**src/rtl/pc_img_loader.sv**
```systemverilog
// Receives an RGB565 image over a UART byte stream (0xAA 0x55 header, then
// MSB-first pixel pairs) and writes each pixel into a frame buffer.
module pc_img_loader #(
    parameter int IMG_WIDTH      = 176,
    parameter int IMG_HEIGHT     = 240,
    parameter int ADDR_WIDTH     = $clog2(IMG_WIDTH*IMG_HEIGHT),
    parameter int TIMEOUT_CYCLES = 1_000_000
) (
    input  logic                  clk,
    input  logic                  reset,
    input  logic [7:0]            rx_data,
    input  logic                  rx_valid,
    input  logic                  abort,
    output logic                  pc_img_fb_we,
    output logic [ADDR_WIDTH-1:0] pc_img_fb_wAddr,
    output logic [15:0]           pc_img_fb_wData,
    output logic                  load_busy,
    output logic                  load_done,
    output logic                  load_err
);

    localparam int NUM_PIX = IMG_WIDTH * IMG_HEIGHT;
    localparam int TMO_W   = (TIMEOUT_CYCLES > 1) ? $clog2(TIMEOUT_CYCLES) : 1;
    localparam logic [ADDR_WIDTH-1:0] LAST_ADDR = ADDR_WIDTH'(NUM_PIX - 1);
    localparam logic [TMO_W-1:0]      TMO_LAST  = TMO_W'(TIMEOUT_CYCLES - 1);

    typedef enum logic [2:0] {IDLE, SYNC, PIX_HI, PIX_LO, DONE} state_t;

    state_t                r_state;
    logic [7:0]            r_hi;
    logic [ADDR_WIDTH-1:0] r_pixCnt;
    logic [TMO_W-1:0]      r_tmoCnt;
    logic                  r_we;
    logic [ADDR_WIDTH-1:0] r_wAddr;
    logic [15:0]           r_wData;
    logic                  r_busy;
    logic                  r_done;
    logic                  r_err;

    logic w_payload;
    logic w_timeout;

    assign w_payload = (r_state == PIX_HI) || (r_state == PIX_LO);
    assign w_timeout = !rx_valid && (r_tmoCnt == TMO_LAST);

    always_ff @(posedge clk or negedge reset) begin
        if (!reset) begin
            r_state  <= IDLE;
            r_hi     <= '0;
            r_pixCnt <= '0;
            r_tmoCnt <= '0;
            r_we     <= 1'b0;
            r_wAddr  <= '0;
            r_wData  <= '0;
            r_busy   <= 1'b0;
            r_done   <= 1'b0;
            r_err    <= 1'b0;
        end else begin
            r_we   <= 1'b0;
            r_done <= 1'b0;
            r_err  <= 1'b0;
            // Abort wins over a coincident byte; either abort or a stalled
            // link drops the load, leaving already written pixels in place.
            if (w_payload && (abort || w_timeout)) begin
                r_err   <= 1'b1;
                r_busy  <= 1'b0;
                r_state <= IDLE;
            end else begin
                case (r_state)
                    IDLE: begin
                        if (rx_valid && !abort && rx_data == 8'hAA) begin
                            r_state <= SYNC;
                        end
                    end
                    SYNC: begin
                        if (abort) begin
                            r_state <= IDLE;
                        end else if (rx_valid) begin
                            if (rx_data == 8'h55) begin
                                r_state  <= PIX_HI;
                                r_pixCnt <= '0;
                                r_tmoCnt <= '0;
                                r_busy   <= 1'b1;
                            end else if (rx_data != 8'hAA) begin
                                r_state <= IDLE;
                            end
                        end
                    end
                    PIX_HI: begin
                        if (rx_valid) begin
                            r_hi     <= rx_data;
                            r_tmoCnt <= '0;
                            r_state  <= PIX_LO;
                        end else begin
                            r_tmoCnt <= r_tmoCnt + 1'b1;
                        end
                    end
                    PIX_LO: begin
                        if (rx_valid) begin
                            r_we     <= 1'b1;
                            r_wAddr  <= r_pixCnt;
                            r_wData  <= {r_hi, rx_data};
                            r_tmoCnt <= '0;
                            r_pixCnt <= r_pixCnt + 1'b1;
                            r_state  <= (r_pixCnt == LAST_ADDR) ? DONE : PIX_HI;
                        end else begin
                            r_tmoCnt <= r_tmoCnt + 1'b1;
                        end
                    end
                    DONE: begin
                        r_done  <= 1'b1;
                        r_busy  <= 1'b0;
                        r_state <= IDLE;
                    end
                    default: begin
                        r_busy  <= 1'b0;
                        r_state <= IDLE;
                    end
                endcase
            end
        end
    end

    assign pc_img_fb_we    = r_we;
    assign pc_img_fb_wAddr = r_wAddr;
    assign pc_img_fb_wData = r_wData;
    assign load_busy       = r_busy;
    assign load_done       = r_done;
    assign load_err        = r_err;

endmodule

```
**config.mk**
```make
export PLATFORM = sky130hd
export DESIGN_NAME = pc_img_loader
export DESIGN_NICKNAME = d
export VERILOG_FILES = /design/src/rtl/pc_img_loader.sv
export SDC_FILE = /design/constraint.sdc
export NUM_CORES = 1
export LEC_CHECK = 0
export CORE_ASPECT_RATIO = 0.9
export CORE_MARGIN = 2
export CORE_UTILIZATION = 51
export CTS_CLUSTER_SIZE = 8
export DETAILED_ROUTE_END_ITERATION = 10
export PLACE_DENSITY = 0.78
export SLEW_MARGIN = 20
export SYNTH_ARGS = -nofsm -noshare
export SYNTH_HDL_FRONTEND = slang
export SYNTH_SLANG_ARGS = --single-unit
```
**constraint.sdc**
```tcl
create_clock -name clk -period 2 [get_ports clk]
set_clock_uncertainty 0.05 [all_clocks]
set_input_delay 0.2 -clock clk [delete_from_list [all_inputs] [get_ports clk]]
set_output_delay 0.2 -clock clk [all_outputs]
set_load 0.05 [all_outputs]
```
==> results of run 1 <==
[kinds of logic after synthesis]
logic type | Yosys count
multiplexers | 41
AND/OR/NAND/NOR | 142
adder cells (fa/ha/maj) | 2
AO/OA/AOI/OAI | 87
buffers and inverters | 25
flip-flops | 83
[worst max-delay path, delay by kind of cell (launching register included)]
kind / cells / cell delay, ns
AND/OR/NAND/NOR: 5 / 1.38
flip-flops: 1 / 0.46
[metrics by stage]
step                      TNS [ns]  hold WS (ns)  instances  utilization [%]
after CTS                        0         0.241        596             67.9
after detailed placement     -7.87        0.0938        579             65.0
after global placement       -4.85        0.0891        579             65.0
after global routing        -0.123         0.278        599             69.3
final                            0         0.249        599             69.3
after floorplan                  0        -0.146        380                -
[power by group]
| group | leakage [nW] | total, mW | switching, mW | internal [mW] |
|---|---|---|---|---|
| logic | 1.19 | 0.436 | 0.244 | 0.192 |
| registers | 1.14 | 1.72 | 0.0164 | 1.71 |
| clock network | 0.108 | 1.33 | 0.619 | 0.713 |
[layer usage]
| layer | GRT usage [%] | part of all wire, % | routed length, µm | up-vias |
|---|---|---|---|---|
| li1 | - | - | - | 1662 |
| met4 | 8.84 | 1.7 | 180 | 0 |
| met2 | 38.2 | 47 | 4930 | 160 |
| met3 | 4.46 | 6.4 | 671 | 17 |
| met1 | 33.4 | 45 | 4700 | 1772 |
| met5 | 0 | 0 | 0 | - |
[registers in the layout, summed over array words and instances, names as in the netlist]
| name | cells |
|---|---|
| r_tmoCnt | 20 |
| pc_img_fb_wAddr | 16 |
| pc_img_fb_wData | 16 |
| r_pixCnt | 16 |
| r_hi | 8 |
| r_state | 3 |
| load_busy | 1 |
| load_done | 1 |
| load_err | 1 |
| pc_img_fb_we | 1 |
[Yosys cell counts (all sizes together) (2+ instances only)]
library cell,number
buf,12
a31o,2
dfrtp,83
nand3,19
or4,5
a22o,4
o21ai,28
nand4bb,2
nand2,30
inv,7
nand4b,2
clkbuf,6
nor4,6
nor2b,4
or3b,3
mux2,41
a31oi,10
ha,2
nand2b,2
and2,6
a21oi,14
o21a,3
nor3,11
o31ai,20
and3,3
o41ai,2
nor4bb,2
nor4b,2
and4,2
nor2,22
nand4,15
o22ai,2
[layout make-up]
| type | instances | area (µm²) |
|---|---|---|
| clock buffers | 11 | 131 |
| fillers | 548 | 2440 |
| inverters | 7 | 26.3 |
| well taps | 99 | 124 |
| flip-flops and latches | 83 | 2080 |
| repair buffers | 122 | 1070 |
| multi-input cells | 272 | 1990 |
| clock inverters | 5 | 86.3 |
[final timing paths]
check	from	endpoint	slack, ns	cells after the start
min in group clk	pc_img_fb_wData[9]	pc_img_fb_wData[9]	0.45	1
hold / removal	reset	pc_img_fb_wData[8]	0.25	2
setup reg to reg	r_state[1]	r_tmoCnt[4]	0.05	5
setup / recovery	r_state[1]	r_tmoCnt[4]	0.05	5
max in group asynchronous	reset	r_pixCnt[11]	1.00	3
hold reg to reg	pc_img_fb_wData[9]	pc_img_fb_wData[9]	0.45	1
[timing repair]
action / in CTS / in global routing
setup buffers: 0 / 2
endpoints found under the hold margin: 27 / 0
gates resized for setup: 2 / 20
setup endpoints to repair: 5 / 57
hold buffers: 1 / 0
gates cloned: 0 / 1
pin swaps: 0 / 6
==> run metrics, run 1 <==
Synth warnings=0; die area=8800 µm²; maximum clock rate=0.513 GHz; Clk pin slew, worst setup/hold paths=0.08 ns; run status=completed; critical path required time=2.25 ns; first-pass detailed-route iteration total=4; commonest non-fill, non-tap cell in the layout=dfrtp_1; Setup CP Type=flop to flop; fraction of synthesized cell area in xor and xnor cells=0%; CTS buffer count=9; diode count=0; IO buf count=47; final wirelength=10500 µm; Mapped Nets=394; crit path time final=1.95 ns; final worst path period share=97.5%; Worst slew margin=63.7%; RSZ-0062 raised after global routing=true; Initial DRC Count=276; DP Wirelength=7290 µm; Max H-tree Level=3; sequential share of the synthesized area=50.5%; Layout area overhead=34.0%; Final Cell Area=5510 µm²; Yosys cell types=58; most frequent cells in the layout=82 x dfrtp_1, 71 x buf_4, 46 x clkdlybuf4s50_1; gpl congestion=0.871; Yosys top cell area share=50.5%; hold crit path type=primary input to async pin; Synth Area in Simple Gates=20.7%; largest family of logic cells by synthesized area=simple AND/OR/NAND/NOR gates; Post-DP Area=5170 µm²; Overall Global Routing Usage=24.0%; Peak VDD IR=0.385 mV; Die Ht=89.2 µm; synthesized area=4110 µm²; number of top-level pins=48; critical path's slowest cell=or4b_4; CP Launch Type=flop; final total power=3.49 mW; largest net degree at the start of global routing=34; Post-Synth Adder-Cell Area=0.608%; Final ANT Viol Nets=0; Max Cap Viol=0; register bit total from synthesis=83; setup violators final=0; # DRC=0; CTS max path bufs=2; initial antenna violation count=0; pwr dens=633 nW/µm²; multiplexer share of the synthesized area=11.2%; Post-synth EDFFs=0; Skew-Pair Late Insertion Delay=0.36 ns; Setup WS pre-CTS=-0.282 ns; Tightest Pin Transition=0.544 ns; Die X=98.7 µm; Initial Utilization=51.7%; Mapped Cells=380; Synth Area in Compound Gates=13.7%; Synth area leader=dfrtp_1; Overflow after GRT=0; ys flop type=dfrtp_1; vias per cell=6.03; fraction of layout cells with a size suffix above 1=31.4%; core area=7950 µm²; CTS Sinks=83; Critical Path Fanout Max=6; critical path's largest stage delay=0.55 ns; Worst setup EP type=flop; wire per inst=17.5 µm; vias=3611; Cell Chain, Critical Path=or4b_4, nor4_4, nor3_2, or4_1, nand3_1; Nets=509; asr flop ratio synth=100%; ranking of synthesized cells by area=dfrtp_1 51%, mux2_2 11%, o21ai_0 3.3%; site row count=31; Mean Syn Cell Area=10.8 µm²; Hold Fails Final Rpt=0; Lkg Pwr=2.44 nW; root buf cell=clkbuf_8; Final Max Tran Viols=0; final setup margin=0.0498 ns; CTS tree=built; CP Data Arrival Time=2.20 ns; vias in the first global route=3472; first-pass GRT wire length=16800 µm
Note: power is estimated with default switching activity, not from simulation.
==> run 2: changes to the inputs <==
--- a/config.mk
+++ b/config.mk
@@ -7,10 +7,10 @@
 export LEC_CHECK = 0
 export CORE_ASPECT_RATIO = 0.9
 export CORE_MARGIN = 2
-export CORE_UTILIZATION = 51
+export CORE_UTILIZATION = 56
 export CTS_CLUSTER_SIZE = 8
 export DETAILED_ROUTE_END_ITERATION = 10
-export PLACE_DENSITY = 0.78
+export PLACE_DENSITY = 0.81
 export SLEW_MARGIN = 20
 export SYNTH_ARGS = -nofsm -noshare
 export SYNTH_HDL_FRONTEND = slang
==> constraint.sdc (replaced) <==
create_clock -name clk -period 2.2 [get_ports clk]
set_clock_uncertainty 0.05 [all_clocks]
set_input_delay 0.22 -clock clk [delete_from_list [all_inputs] [get_ports clk]]
set_output_delay 0.22 -clock clk [all_outputs]
set_load 0.05 [all_outputs]
==> run 2 against run 1 <==
Compared with the run above:
- sequential cell count is the same
- clock power shrank 17%
- cell count shrank 4.8%
- non-clock buffer count shrank 23
- largest cell class unchanged
- largest power group unchanged
==> run metrics, run 2 (synthesized netlist as in run 1, its figures left out) <==
site row count=29; Tightest Pin Transition=0.528 ns; Fillers=507; final total power=2.99 mW; Die X=94.3 µm; top layer in use=met4; setup bufs post-CTS=0; setup violators final=0; Worst setup EP type=flop; CTS tree=built; critical path's slowest cell=or4b_1; # DRC=0; run status=completed; wire per inst=16.7 µm; pwr dens=573 nW/µm²; IO buf count=47; Cell Chain, Critical Path=or4b_1, nor4_2, nor3_1, buf_4, or4_1, nand3_1; vias=3416; final wirelength=9510 µm; met3 WL=562 µm; CP Launch Type=flop; maximum clock rate=0.469 GHz; gpl congestion=0.904; Reg area=2080 µm²; Post-Layout Cell Count=570; routed length on met2=4520 µm; Nets=486; Max H-tree Level=3; Hold Worst Slack=0.239 ns; Max Cap Viol=0; Overall Global Routing Usage=25.6%; number of top-level pins=48; Top reg by flops=r_tmoCnt; largest net degree at the start of global routing=40; CTS Sinks=83; most frequent cells in the layout=83 x dfrtp_1, 49 x buf_4, 46 x clkdlybuf4s50_1; CTS buffer count=9; die area=8050 µm²; Largest register FFs=20; Peak VDD IR=0.513 mV; Clk pin slew, worst setup/hold paths=0.09 ns; hold crit path type=primary input to async pin; CP Data Arrival Time=2.39 ns; first-pass detailed-route iteration total=5; CTS max path bufs=2; Initial Utilization=58.1%; Skew-Pair Late Insertion Delay=0.37 ns; DP Cell Count=553; final setup margin=0.0669 ns; initial antenna violation count=0; vias per cell=5.99; diode count=0; RSZ-0062 raised after global routing=false; Layout area overhead=27.1%; root buf cell=clkbuf_8; footprint of the multi-input gates=1910 µm²; DP Wirelength=6750 µm; first-pass GRT wire length=16200 µm; commonest non-fill, non-tap cell in the layout=dfrtp_1; Initial DRC Count=271; crit path time final=2.13 ns; WL met1=4290 µm; Setup WS pre-CTS=-0.150 ns; Die Ht=85.3 µm; Critical Path Fanout Max=5; Overflow after GRT=0; Final Max Tran Viols=0; fraction of layout cells with a size suffix above 1=25.8%; Hold Fails Final Rpt=0; core area=7080 µm²; vias in the first global route=3261; Setup CP Type=flop to flop; Lkg Pwr=2.30 nW; Worst slew margin=64.7%; critical path required time=2.46 ns; Final ANT Viol Nets=0; critical path's largest stage delay=0.56 ns; final worst path period share=97.0%
## run 2: layout make-up
cell class / instances / share of cell area [%]
flip-flops and latches: 83 / 39.7
inverters: 7 / 0.503
well taps: 93 / 2.23
multi-input cells: 272 / 36.6
clock inverters: 5 / 1.20
repair buffers: 99 / 17.2
clock buffers: 11 / 2.51
## run 2: through the flow
| stage | util, % | TNS (ns) | cell area (µm²) |
|---|---|---|---|
| 2_1_floorplan | - | 0 | 4110 |
| 3_3_place_gp | 70.8 | -1.87 | 5010 |
| 3_5_place_dp | 70.8 | -2.87 | 5010 |
| 4_1_cts | 73.7 | 0 | 5210 |
| 5_1_grt | 73.9 | 0 | 5230 |
| 6_report | 73.9 | 0 | 5230 |
## run 2: report_power, final
part           leakage [nW]  total, mW  internal (mW)  switching [mW]
Sequential             1.15       1.59           1.55          0.0387
Combinational          1.06      0.308          0.128           0.180
Clock                0.0901       1.10          0.531           0.565
Total                  2.30       2.99           2.21           0.784
## run 2: per-layer routing
layer	vias to the layer above	track usage, %
met5	-	0
met4	0	8.30
met3	13	5.95
met2	116	37.7
met1	1669	37.8
li1	1618	-
## run 2: worst paths after layout
| check | startpoint | to | slack, ns | cells after the start |
|---|---|---|---|---|
| setup reg to reg | r_state[1] | r_tmoCnt[4] | 0.07 | 6 |
| max in group asynchronous | reset | r_pixCnt[6] | 1.26 | 3 |
| hold / removal | reset | r_tmoCnt[5] | 0.24 | 2 |
| setup / recovery | r_state[1] | r_tmoCnt[4] | 0.07 | 6 |
| min in group clk | r_hi[2] | pc_img_fb_wData[10] | 0.45 | 1 |
| hold reg to reg | r_hi[2] | pc_img_fb_wData[10] | 0.45 | 1 |
## run 2: critical path: cells and delay by family (launching register included)
family,cells,cell delay (ns)
AND/OR/NAND/NOR,5,1.44
buffers and inverters,1,0.15
flip-flops,1,0.44
## run 2: what timing repair did
| action | in CTS | in global routing |
|---|---|---|
| resized for setup | 0 | 3 |
| hold buffers | 1 | 0 |
| hold endpoints to repair | 23 | 0 |
| setup endpoints to repair | 0 | 4 |
==> run 3: changes to the inputs <==
--- a/config.mk
+++ b/config.mk
@@ -7,10 +7,11 @@
 export LEC_CHECK = 0
 export CORE_ASPECT_RATIO = 0.9
 export CORE_MARGIN = 2
-export CORE_UTILIZATION = 56
+export CORE_UTILIZATION = 51
 export CTS_CLUSTER_SIZE = 8
 export DETAILED_ROUTE_END_ITERATION = 10
-export PLACE_DENSITY = 0.81
+export GPL_ROUTABILITY_DRIVEN = 0
+export PLACE_DENSITY = 0.78
 export SLEW_MARGIN = 20
 export SYNTH_ARGS = -nofsm -noshare
 export SYNTH_HDL_FRONTEND = slang
==> constraint.sdc (replaced) <==
create_clock -name clk -period 1.9 [get_ports clk]
set_clock_uncertainty 0.05 [all_clocks]
set_input_delay 0.19 -clock clk [delete_from_list [all_inputs] [get_ports clk]]
set_output_delay 0.19 -clock clk [all_outputs]
set_load 0.05 [all_outputs]
==> run 3 against run 2 <==
Compared with the run above:
- the run now ends with setup timing left
- clock-buffer cell count is the same
- largest cell class unchanged
- cell count increased by 7.7%
- highest routed layer unchanged
- non-clock buffer count increased by 39
- design area increased by 10%
- fmax rose by 5.4%
- sequential cell count unchanged
- total power up 28%
- register-to-register slack worse by 0.19 ns
- first-iteration DRC count rose by 46%
- hold slack gained 0.067 ns
- critical path depth rose by 1
==> run metrics, run 3 (synthesized netlist as in run 1, its figures left out) <==
part of the power in combinational logic=12.5%; Top reg by flops=r_tmoCnt; final worst path period share=106%; first-pass detailed-route iteration total=6; DP Wirelength=7090 µm; critical path's slowest cell=dfrtp_2; Layout area overhead=39.9%; Final Core Density=72.3%; pwr dens=666 nW/µm²; Critical Path Fanout Max=9; clock share of power=40.2%; Post-Layout Cell Count=614; CP Launch Type=flop; fraction of layout cells with a size suffix above 1=36.3%; Tightest Pin Transition=0.541 ns; Net Switching=927 µW; Final Max Tran Viols=0; family with the most delay on the worst path=simple AND/OR/NAND/NOR gates; final wirelength=11300 µm; Final ANT Viol Nets=0; critical path required time=2.10 ns; wire per inst=18.4 µm; CTS tree=built; CTS buffer count=9; hold crit path type=primary input to async pin; vias=3724; R2R setup slack=-0.12 ns; Setup WS pre-CTS=-0.337 ns; root buf cell=clkbuf_8; Max Cap Viol=0; Hold Worst Slack=0.306 ns; critical path depth=7; Cell Chain, Critical Path=buf_4, nor2b_2, nand2_2, o31ai_4, buf_6, or3_1, o31ai_1; Initial Utilization=51.7%; Worst slew margin=63.8%; initial antenna violation count=0; R2R cell count=7; largest net degree at the start of global routing=37; site row count=31; Largest register FFs=20; run status=complete, but fails checks; Die Ht=89.2 µm; worst r2r dst=r_pixCnt[7]; DP Cell Count=587; sequential share of power=47.3%; # DRC=0; Die X=98.7 µm; Overall Global Routing Usage=24.3%; Worst R2R Start=r_state[1]; final total power=3.83 mW; maximum clock rate=0.494 GHz; Setup CP Type=flop to flop; Hold Fails Final Rpt=0; Lkg Pwr=2.58 nW; Max H-tree Level=3; most frequent cells in the layout=82 x dfrtp_1, 79 x buf_4, 46 x clkdlybuf4s50_1; vias per cell=6.07; switching part of the total=24.2%; CP Data Arrival Time=2.22 ns; diode count=0; Overflow after GRT=0; RSZ-0062 raised after global routing=true; CTS max path bufs=2; die area=8800 µm²; IO buf count=47; Buf/Inv on CP=2; number of top-level pins=48; Clk pin slew, worst setup/hold paths=0.08 ns; Int Pwr=2.91 mW; Initial DRC Count=395; violated checks=setup timing; first-pass GRT wire length=16900 µm; final setup margin=-0.123 ns; Peak VDD IR=0.480 mV; commonest non-fill, non-tap cell in the layout=dfrtp_1; Skew-Pair Late Insertion Delay=0.36 ns; critical path's largest stage delay=0.47 ns; CTS Sinks=83; crit path time final=2.02 ns; Worst setup EP type=flop; vias in the first global route=3398; setup violators final=31; core area=7950 µm²; Nets=525
==> run 3: cell types whose count changed in the layout (fill, tap and decap cells not counted), sizes merged <==
cell      before  now
buf           52   91
clkinvlp       2    0
inv            8    7
bufinv         1    3
==> run 3: routing by layer <==
metal	global-route usage, %	wire length [µm]
met5	0	0
met4	9.34	244
met3	4.93	876
met2	38.5	5370
met1	33.5	4810
==> run 3: power groups by stage <==
stage / clock network [mW] / registers (mW) / logic, mW
after floorplan: 0 / 1.88 / 0.169
after global placement: 0 / 1.85 / 0.408
after detailed placement: 0 / 1.85 / 0.412
after CTS: 1.55 / 1.81 / 0.421
after global routing: 1.63 / 1.82 / 0.512
final: 1.54 / 1.81 / 0.479
==> run 3: stage by stage <==
stage,TNS [ns],area [µm²]
2_1_floorplan,-0.00646,4120
3_3_place_gp,-9.64,5230
3_5_place_dp,-11.08,5230
4_1_cts,-0.548,5530
5_1_grt,-5.45,5750
6_report,-1.59,5750
==> run 3: layout make-up <==
class	instances	area, µm²
repair buffers	138	1210
flip-flops and latches	83	2080
inverters	7	26.3
clock buffers	11	141
clock inverters	4	98.8
fillers	462	2200
multi-input cells	272	2070
well taps	99	124
==> run 3: what timing repair did <==
| action | 4_1_cts | 5_1_grt |
|---|---|---|
| endpoints found under the setup margin | 30 | 72 |
| endpoints found under the hold margin | 34 | 0 |
| pin swaps | 1 | 8 |
| buffers inserted | 1 | 6 |
| hold buffers | 1 | 0 |
| gates cloned | 0 | 4 |
| gates resized for setup | 11 | 50 |
==> run 3: worst max path at each step <==
stage                    to  slack [ns]          from
6_report        r_pixCnt[7]       -0.12    r_state[1]
5_1_grt         r_tmoCnt[4]       -0.19    r_state[1]
2_1_floorplan   r_pixCnt[4]      -0.004  r_tmoCnt[11]
3_3_place_gp     r_state[0]       -0.33    rx_data[3]
3_5_place_dp   r_tmoCnt[19]       -0.34      rx_valid
4_1_cts         r_tmoCnt[4]       -0.07    r_state[1]
